### src/rtl/mul_acc_iter_if.sv
// Handshake and operand bundle between the EX stage and the iterative
// multiply-accumulate unit.
interface mul_acc_iter_if #(
    parameter int DATA_W = 32
);
    logic                  start_i;
    logic                  annul_i;
    logic [2:0]            op_i;
    logic [DATA_W-1:0]     opdata1_i;
    logic [DATA_W-1:0]     opdata2_i;
    logic [2*DATA_W-1:0]   hilo_i;
    logic [2*DATA_W-1:0]   result_o;
    logic                  ready_o;
    logic                  busy_o;

    modport master (
        output start_i, annul_i, op_i, opdata1_i, opdata2_i, hilo_i,
        input  result_o, ready_o, busy_o
    );

    modport slave (
        input  start_i, annul_i, op_i, opdata1_i, opdata2_i, hilo_i,
        output result_o, ready_o, busy_o
    );
endinterface

### src/rtl/mul_acc_iter.sv
// Iterative MULT/MADD/MSUB unit, STEP_BITS multiplier bits per cycle.
// Optional MULACC_EARLY_OUT_EN: leave CALC once the remaining multiplier is zero.
module mul_acc_iter #(
    parameter int DATA_W    = 32,
    parameter int STEP_BITS = 8
) (
    input logic           clk,
    input logic           rst,
    mul_acc_iter_if.slave bus
);
    localparam int ITER  = DATA_W / STEP_BITS;
    localparam int CNT_W = (ITER > 1) ? $clog2(ITER) : 1;
    localparam int W2    = 2 * DATA_W;

    localparam logic [1:0] IDLE = 2'd0;
    localparam logic [1:0] CALC = 2'd1;
    localparam logic [1:0] ACC  = 2'd2;
    localparam logic [1:0] DONE = 2'd3;

    logic [1:0]        state;
    logic [2:0]        op_q;
    logic              neg_q;
    logic [DATA_W-1:0] mplier_q;
    logic [W2-1:0]     mcand_q;
    logic [W2-1:0]     partial_q;
    logic [W2-1:0]     hilo_q;
    logic [W2-1:0]     res_q;
    logic [CNT_W-1:0]  cnt_q;

    logic              is_signed;
    logic [DATA_W-1:0] mag1, mag2;
    logic [W2-1:0]     pp, prod, res_nx;
    logic [DATA_W-1:0] mplier_nx;
    logic              calc_last;

    // Operand magnitudes; negating the most negative value wraps to 2^(DATA_W-1),
    // which is exactly the unsigned magnitude we want.
    always_comb begin
        is_signed = (bus.op_i == 3'b000) || (bus.op_i == 3'b010) || (bus.op_i == 3'b100);
        mag1 = (is_signed && bus.opdata1_i[DATA_W-1]) ? ('0 - bus.opdata1_i) : bus.opdata1_i;
        mag2 = (is_signed && bus.opdata2_i[DATA_W-1]) ? ('0 - bus.opdata2_i) : bus.opdata2_i;
    end

    // mcand_q is pre-shifted to the current digit position each cycle.
    always_comb begin
        pp        = mcand_q * {{(W2-STEP_BITS){1'b0}}, mplier_q[STEP_BITS-1:0]};
        mplier_nx = mplier_q >> STEP_BITS;
`ifdef MULACC_EARLY_OUT_EN
        calc_last = (cnt_q == CNT_W'(ITER-1)) || (mplier_nx == '0);
`else
        calc_last = (cnt_q == CNT_W'(ITER-1));
`endif
    end

    always_comb begin
        prod = neg_q ? ('0 - partial_q) : partial_q;
        case (op_q)
            3'b010, 3'b011: res_nx = hilo_q + prod;
            3'b100, 3'b101: res_nx = hilo_q - prod;
            default:        res_nx = prod;
        endcase
    end

    always_ff @(posedge clk or negedge rst) begin
        if (!rst) begin
            state     <= IDLE;
            op_q      <= '0;
            neg_q     <= 1'b0;
            mplier_q  <= '0;
            mcand_q   <= '0;
            partial_q <= '0;
            hilo_q    <= '0;
            res_q     <= '0;
            cnt_q     <= '0;
        end else if (bus.annul_i) begin
            state <= IDLE;
            res_q <= '0;
        end else begin
            case (state)
                IDLE: if (bus.start_i) begin
                    op_q      <= bus.op_i;
                    neg_q     <= is_signed & (bus.opdata1_i[DATA_W-1] ^ bus.opdata2_i[DATA_W-1]);
                    mcand_q   <= {{DATA_W{1'b0}}, mag1};
                    mplier_q  <= mag2;
                    hilo_q    <= bus.hilo_i;
                    partial_q <= '0;
                    cnt_q     <= '0;
                    state     <= CALC;
                end
                CALC: begin
                    partial_q <= partial_q + pp;
                    mcand_q   <= mcand_q << STEP_BITS;
                    mplier_q  <= mplier_nx;
                    cnt_q     <= cnt_q + CNT_W'(1);
                    if (calc_last) state <= ACC;
                end
                ACC: begin
                    res_q <= res_nx;
                    state <= DONE;
                end
                default: if (!bus.start_i) begin
                    res_q <= '0;
                    state <= IDLE;
                end
            endcase
        end
    end

    assign bus.ready_o  = (state == DONE);
    assign bus.result_o = (state == DONE) ? res_q : '0;
    assign bus.busy_o   = (state == CALC) || (state == ACC);
endmodule

### src/flat_wrapper.sv
// flat-port wrapper written by rule: the top's interface ports become plain ports
module mul_acc_iter_flat 
#(
    parameter int DATA_W    = 32,
    parameter int STEP_BITS = 8
)
  (clk, rst, bus_start_i, bus_annul_i, bus_op_i, bus_opdata1_i, bus_opdata2_i, bus_hilo_i, bus_result_o, bus_ready_o, bus_busy_o);
  mul_acc_iter_if #(.DATA_W(DATA_W)) bus_i ();
  input logic clk;
  input logic rst;
  input wire logic [$bits(bus_i.start_i)-1:0] bus_start_i;
  input wire logic [$bits(bus_i.annul_i)-1:0] bus_annul_i;
  input wire logic [$bits(bus_i.op_i)-1:0] bus_op_i;
  input wire logic [$bits(bus_i.opdata1_i)-1:0] bus_opdata1_i;
  input wire logic [$bits(bus_i.opdata2_i)-1:0] bus_opdata2_i;
  input wire logic [$bits(bus_i.hilo_i)-1:0] bus_hilo_i;
  output wire logic [$bits(bus_i.result_o)-1:0] bus_result_o;
  output wire logic [$bits(bus_i.ready_o)-1:0] bus_ready_o;
  output wire logic [$bits(bus_i.busy_o)-1:0] bus_busy_o;
  assign bus_i.start_i = bus_start_i;
  assign bus_i.annul_i = bus_annul_i;
  assign bus_i.op_i = bus_op_i;
  assign bus_i.opdata1_i = bus_opdata1_i;
  assign bus_i.opdata2_i = bus_opdata2_i;
  assign bus_i.hilo_i = bus_hilo_i;
  assign bus_result_o = bus_i.result_o;
  assign bus_ready_o = bus_i.ready_o;
  assign bus_busy_o = bus_i.busy_o;
  mul_acc_iter #(.DATA_W(DATA_W), .STEP_BITS(STEP_BITS)) u_core (.clk(clk), .rst(rst), .bus(bus_i));
endmodule
### config.mk
export PLATFORM = sky130hd
export DESIGN_NAME = mul_acc_iter_flat
export DESIGN_NICKNAME = d
export VERILOG_FILES = /design/src/rtl/mul_acc_iter_if.sv /design/src/rtl/mul_acc_iter.sv /design/src/flat_wrapper.sv
export SDC_FILE = /design/constraint.sdc
export NUM_CORES = 2
export LEC_CHECK = 0
export ABC_AREA = 1
export CORE_ASPECT_RATIO = 0.5
export CORE_MARGIN = 5
export CORE_UTILIZATION = 34
export DETAILED_ROUTE_END_ITERATION = 16
export PLACE_DENSITY = 0.49
export SLEW_MARGIN = 10
export SYNTH_ARGS = -nofsm -noshare
export SYNTH_HDL_FRONTEND = slang
export SYNTH_SLANG_ARGS = --single-unit
### constraint.sdc
create_clock -name clk -period 12.05 [get_ports clk]
set_input_delay 1.8075 -clock clk [delete_from_list [all_inputs] [get_ports clk]]
set_output_delay 1.8075 -clock clk [all_outputs]
set_load 0.02 [all_outputs]
==> impl_metrics.prom <==
# TYPE chip_impl_metric gauge
chip_impl_metric{name="final_core_utilization",unit=""} 0.380
chip_impl_metric{name="synth_cell_types",unit=""} 60
chip_impl_metric{name="starting_density_of_the_core",unit=""} 0.341
chip_impl_metric{name="critical_path_required",unit="ns"} 12.50
chip_impl_info{name="ctsRootBufferMaster",value="sky130_fd_sc_hd__clkbuf_16"} 1
chip_impl_info{name="synth_most_common_cell",value="sky130_fd_sc_hd__nand2_1"} 1
chip_impl_metric{name="post_synth_inst_count",unit=""} 5739
chip_impl_metric{name="final-seq-area",unit="mm2"} 0.00739
chip_impl_metric{name="die_width",unit="um"} 490
chip_impl_info{name="result_of_the_run",value="completed"} 1
chip_impl_metric{name="hold_viol",unit=""} 0
chip_impl_metric{name="first_pass_grt_wire_length",unit="mm"} 228
chip_impl_metric{name="timing.max_slew.rel_slack",unit=""} 0.265
chip_impl_metric{name="cts-hold-fix-buffers",unit=""} 0
chip_impl_metric{name="postSynth.asyncResetShare",unit=""} 1.00
chip_impl_metric{name="hold_slack",unit="ns"} 0.473
chip_impl_metric{name="total_nets_final",unit=""} 6477
chip_impl_info{name="yosys-top-cells-count",value="1636 x sky130_fd_sc_hd__nand2_1, 1132 x sky130_fd_sc_hd__inv_1, 452 x sky130_fd_sc_hd__nor2_1"} 1
chip_impl_metric{name="postSynthRegisterBits",unit=""} 295
chip_impl_metric{name="pre_cts_setup_slack",unit="ns"} 5.74
chip_impl_info{name="startpoint_type",value="register"} 1
chip_impl_metric{name="period_needed",unit="ns"} 6.45
chip_impl_metric{name="worstPathMaxFanout",unit=""} 59
chip_impl_metric{name="route.detailed.drc",unit=""} 0
chip_impl_metric{name="detail_route.first_pass.iterations",unit=""} 5
chip_impl_info{name="synthFlopType",value="sky130_fd_sc_hd__dfrtp_1"} 1
chip_impl_info{name="endpoint_kind",value="register"} 1
chip_impl_metric{name="achievable-frequency",unit="MHz"} 155
chip_impl_metric{name="routed_wire_length_per_instance",unit="um"} 20.2
chip_impl_info{name="synth.largest_area_cell",value="sky130_fd_sc_hd__fa_1"} 1
chip_impl_metric{name="via_count_of_the_first_global_routing_pass",unit=""} 36969
chip_impl_metric{name="fp.coreArea",unit="mm2"} 0.115
chip_impl_metric{name="ctsResizeCount",unit=""} 0
chip_impl_metric{name="final.period_utilization",unit=""} 0.536
chip_impl_metric{name="yosysSeqAreaShare",unit=""} 0.189
chip_impl_metric{name="dp.final_hpwl",unit="mm"} 120
chip_impl_metric{name="synth_warnings",unit=""} 0
chip_impl_metric{name="grt_util_all_layers",unit=""} 0.242
chip_impl_metric{name="cts_htree_levels",unit=""} 2
chip_impl_metric{name="drive_above_1_share",unit=""} 0.0427
chip_impl_metric{name="vias_per_cell",unit=""} 5.06
chip_impl_metric{name="clk_latency",unit="ns"} 0.61
chip_impl_info{name="slowest_cp_cell",value="sky130_fd_sc_hd__buf_4"} 1
chip_impl_metric{name="num_vias",unit=""} 37135
chip_impl_metric{name="critPathMaxStageDelay",unit="ns"} 0.58
chip_impl_info{name="synth_top_cells_by_area",value="sky130_fd_sc_hd__fa_1 21%, sky130_fd_sc_hd__dfrtp_1 19%, sky130_fd_sc_hd__nand2_1 16%, sky130_fd_sc_hd__inv_1 11%, sky130_fd_sc_hd__ha_1 4.7%"} 1
chip_impl_metric{name="route.final.wire_length",unit="mm"} 148
chip_impl_metric{name="worst_slew_pin_slew",unit="ns"} 1.10
chip_impl_metric{name="grt_antenna_before_repair",unit=""} 3
chip_impl_metric{name="cts.path.max_buffers",unit=""} 3
chip_impl_metric{name="grt_overflow",unit=""} 0
chip_impl_info{name="worst_min_delay_path_class",value="register to register"} 1
chip_impl_metric{name="synth_enable_flop_cells",unit=""} 0
chip_impl_metric{name="area.growth.synth_to_final",unit="%"} 11.5
chip_impl_metric{name="final_antenna_net_count",unit=""} 0
chip_impl_metric{name="critical_path_arrival",unit="ns"} 6.90
chip_impl_metric{name="report.final.setup_viol",unit=""} 0
chip_impl_info{name="tritoncts",value="done"} 1
chip_impl_metric{name="synth_fp_nets",unit=""} 6431
chip_impl_metric{name="cts_made_buffers",unit=""} 36
chip_impl_metric{name="max_cap_violations",unit=""} 0
chip_impl_metric{name="cts.sinks",unit=""} 295
chip_impl_metric{name="post_synth_instance_area",unit="mm2"} 0.0391
chip_impl_metric{name="finClkSkew",unit="ns"} 0.0355
chip_impl_metric{name="gpl_wtd_cong",unit=""} 0.937
chip_impl_metric{name="port_buffers",unit=""} 200
chip_impl_info{name="critical_path_class",value="register to register"} 1
chip_impl_metric{name="fill_cells",unit=""} 12283
chip_impl_metric{name="fin_tns_setup",unit="ns"} 0
chip_impl_metric{name="report.final.slew_viol_count",unit=""} 0
chip_impl_metric{name="avgSynthCellArea",unit="um2"} 6.82
chip_impl_metric{name="die_area",unit="mm2"} 0.122
chip_impl_metric{name="cts.repair_timing.setup_buffer_count",unit=""} 0
chip_impl_metric{name="vert_die_dim",unit="um"} 250
chip_impl_metric{name="clk_pin_slew_worst_paths",unit="ns"} 0.07
chip_impl_metric{name="synth_top_area_frac",unit=""} 0.210
chip_impl_metric{name="drt_iter0_drc",unit=""} 3280
chip_impl_info{name="timing.critical_path.cells",value="buf_4 > nand2_1 > fa_1 > inv_1 > fa_1 > inv_1 > fa_1 > inv_1 > fa_1 > ha_1 > inv_1 > o21ai_0 > o21bai_1 > a21oi_1 > o21ai_0 > a21oi_1 > o21bai_1 > nand2_1 > o211ai_1 > a21oi_1 > o21ai_0 > o21ai_0"} 1
chip_impl_metric{name="multiInputGateArea",unit="mm2"} 0.0266
chip_impl_metric{name="grt_start_max_net_pins",unit=""} 90
chip_impl_metric{name="number_of_ports_placed_on_the_die_boundary",unit=""} 201
chip_impl_metric{name="floorplan.rows",unit=""} 88
chip_impl_metric{name="layout_setup_ws",unit="ns"} 5.60
chip_impl_info{name="rsz0062_at_grt",value="false"} 1
logic make-up (layout without fill, tap and decap cells):
kind of cell | count (synthesis) | in the layout | synth area share
AO/OA/AOI/OAI | 887 | 887 | 0.130
XOR/XNOR | 117 | 117 | 0.0264
adder cells (fa/ha/maj) | 557 | 557 | 0.257
buffers and inverters | 1379 | 1451 | 0.133
flip-flops | 295 | 295 | 0.189
other | 0 | 1 | 0
AND/OR/NAND/NOR | 2504 | 2504 | 0.265
final timing paths:
check                                        to                from  slack (ns)  depth (start not counted)
max                        u_core.partial_q[58]  u_core.mplier_q[0]        5.60                         22
min                          u_core.mplier_q[8]  u_core.mplier_q[8]        0.47                          2
max reg2reg                u_core.partial_q[58]  u_core.mplier_q[0]        5.60                         22
min reg2reg                  u_core.mplier_q[8]  u_core.mplier_q[8]        0.47                          2
max in group asynchronous     u_core.hilo_q[34]                 rst        8.90                          3
min in group asynchronous   u_core.mplier_q[27]                 rst        1.12                          1
state kept, by name, indices dropped and copies added (netlist names):
name,cells
u_core.cnt_q,2
u_core.mplier_q,32
u_core.op_q,2
u_core.neg_q,1
u_core.mcand_q,64
u_core.state,2
u_core.res_q,64
u_core.hilo_q,64
u_core.partial_q,64
worst max-delay path, delay by kind of cell (launching register included):
kind | cells | cell delay [ns]
buffers and inverters | 5 | 0.81
flip-flops | 1 | 0.42
AND/OR/NAND/NOR | 2 | 0.33
AO/OA/AOI/OAI | 10 | 2.31
adder cells (fa/ha/maj) | 5 | 2.36
cell usage in the layout, fill, tap and decap left out, drive strengths merged, types with 86 or more instances in the layout:
cell,Yosys,routed
ha,146,146
nand3,209,209
o21ai,348,348
clkdlybuf4s50,0,199
a21oi,261,261
fa,411,411
nor2,493,493
nand2,1675,1675
dfrtp,295,295
xor2,86,86
inv,1152,1157
stage by stage:
stage               cells  instance area [um2]
finish               7342                43600
global route         7341                43600
CTS                  7341                43600
detailed placement   7277                42500
global placement     7277                42500
floorplan            5739                39100
layout make-up:
class,instances,area share
Clock inverter,17,0.00421
Multi-Input combinational cell,4065,0.609
Tap cell,1530,0.0439
Antenna cell,1,0.0000573
Inverter,1154,0.0993
Timing Repair Buffer,233,0.0517
Clock buffer,47,0.0225
Sequential cell,295,0.169
metal layers:
metal / global-route usage / up-vias / wire length, um / part of all wire
met5: 0 / - / 0 / 0
met2: 0.343 / 1190 / 59300 / 0.40
met1: 0.374 / 18067 / 74700 / 0.50
met3: 0.0553 / 141 / 11800 / 0.079
met4: 0.0437 / 0 / 2750 / 0.019
li1: - / 17737 / - / -
Power is not shown: default switching activity piles up to over one toggle a cycle in this logic, so the estimate is an artifact.
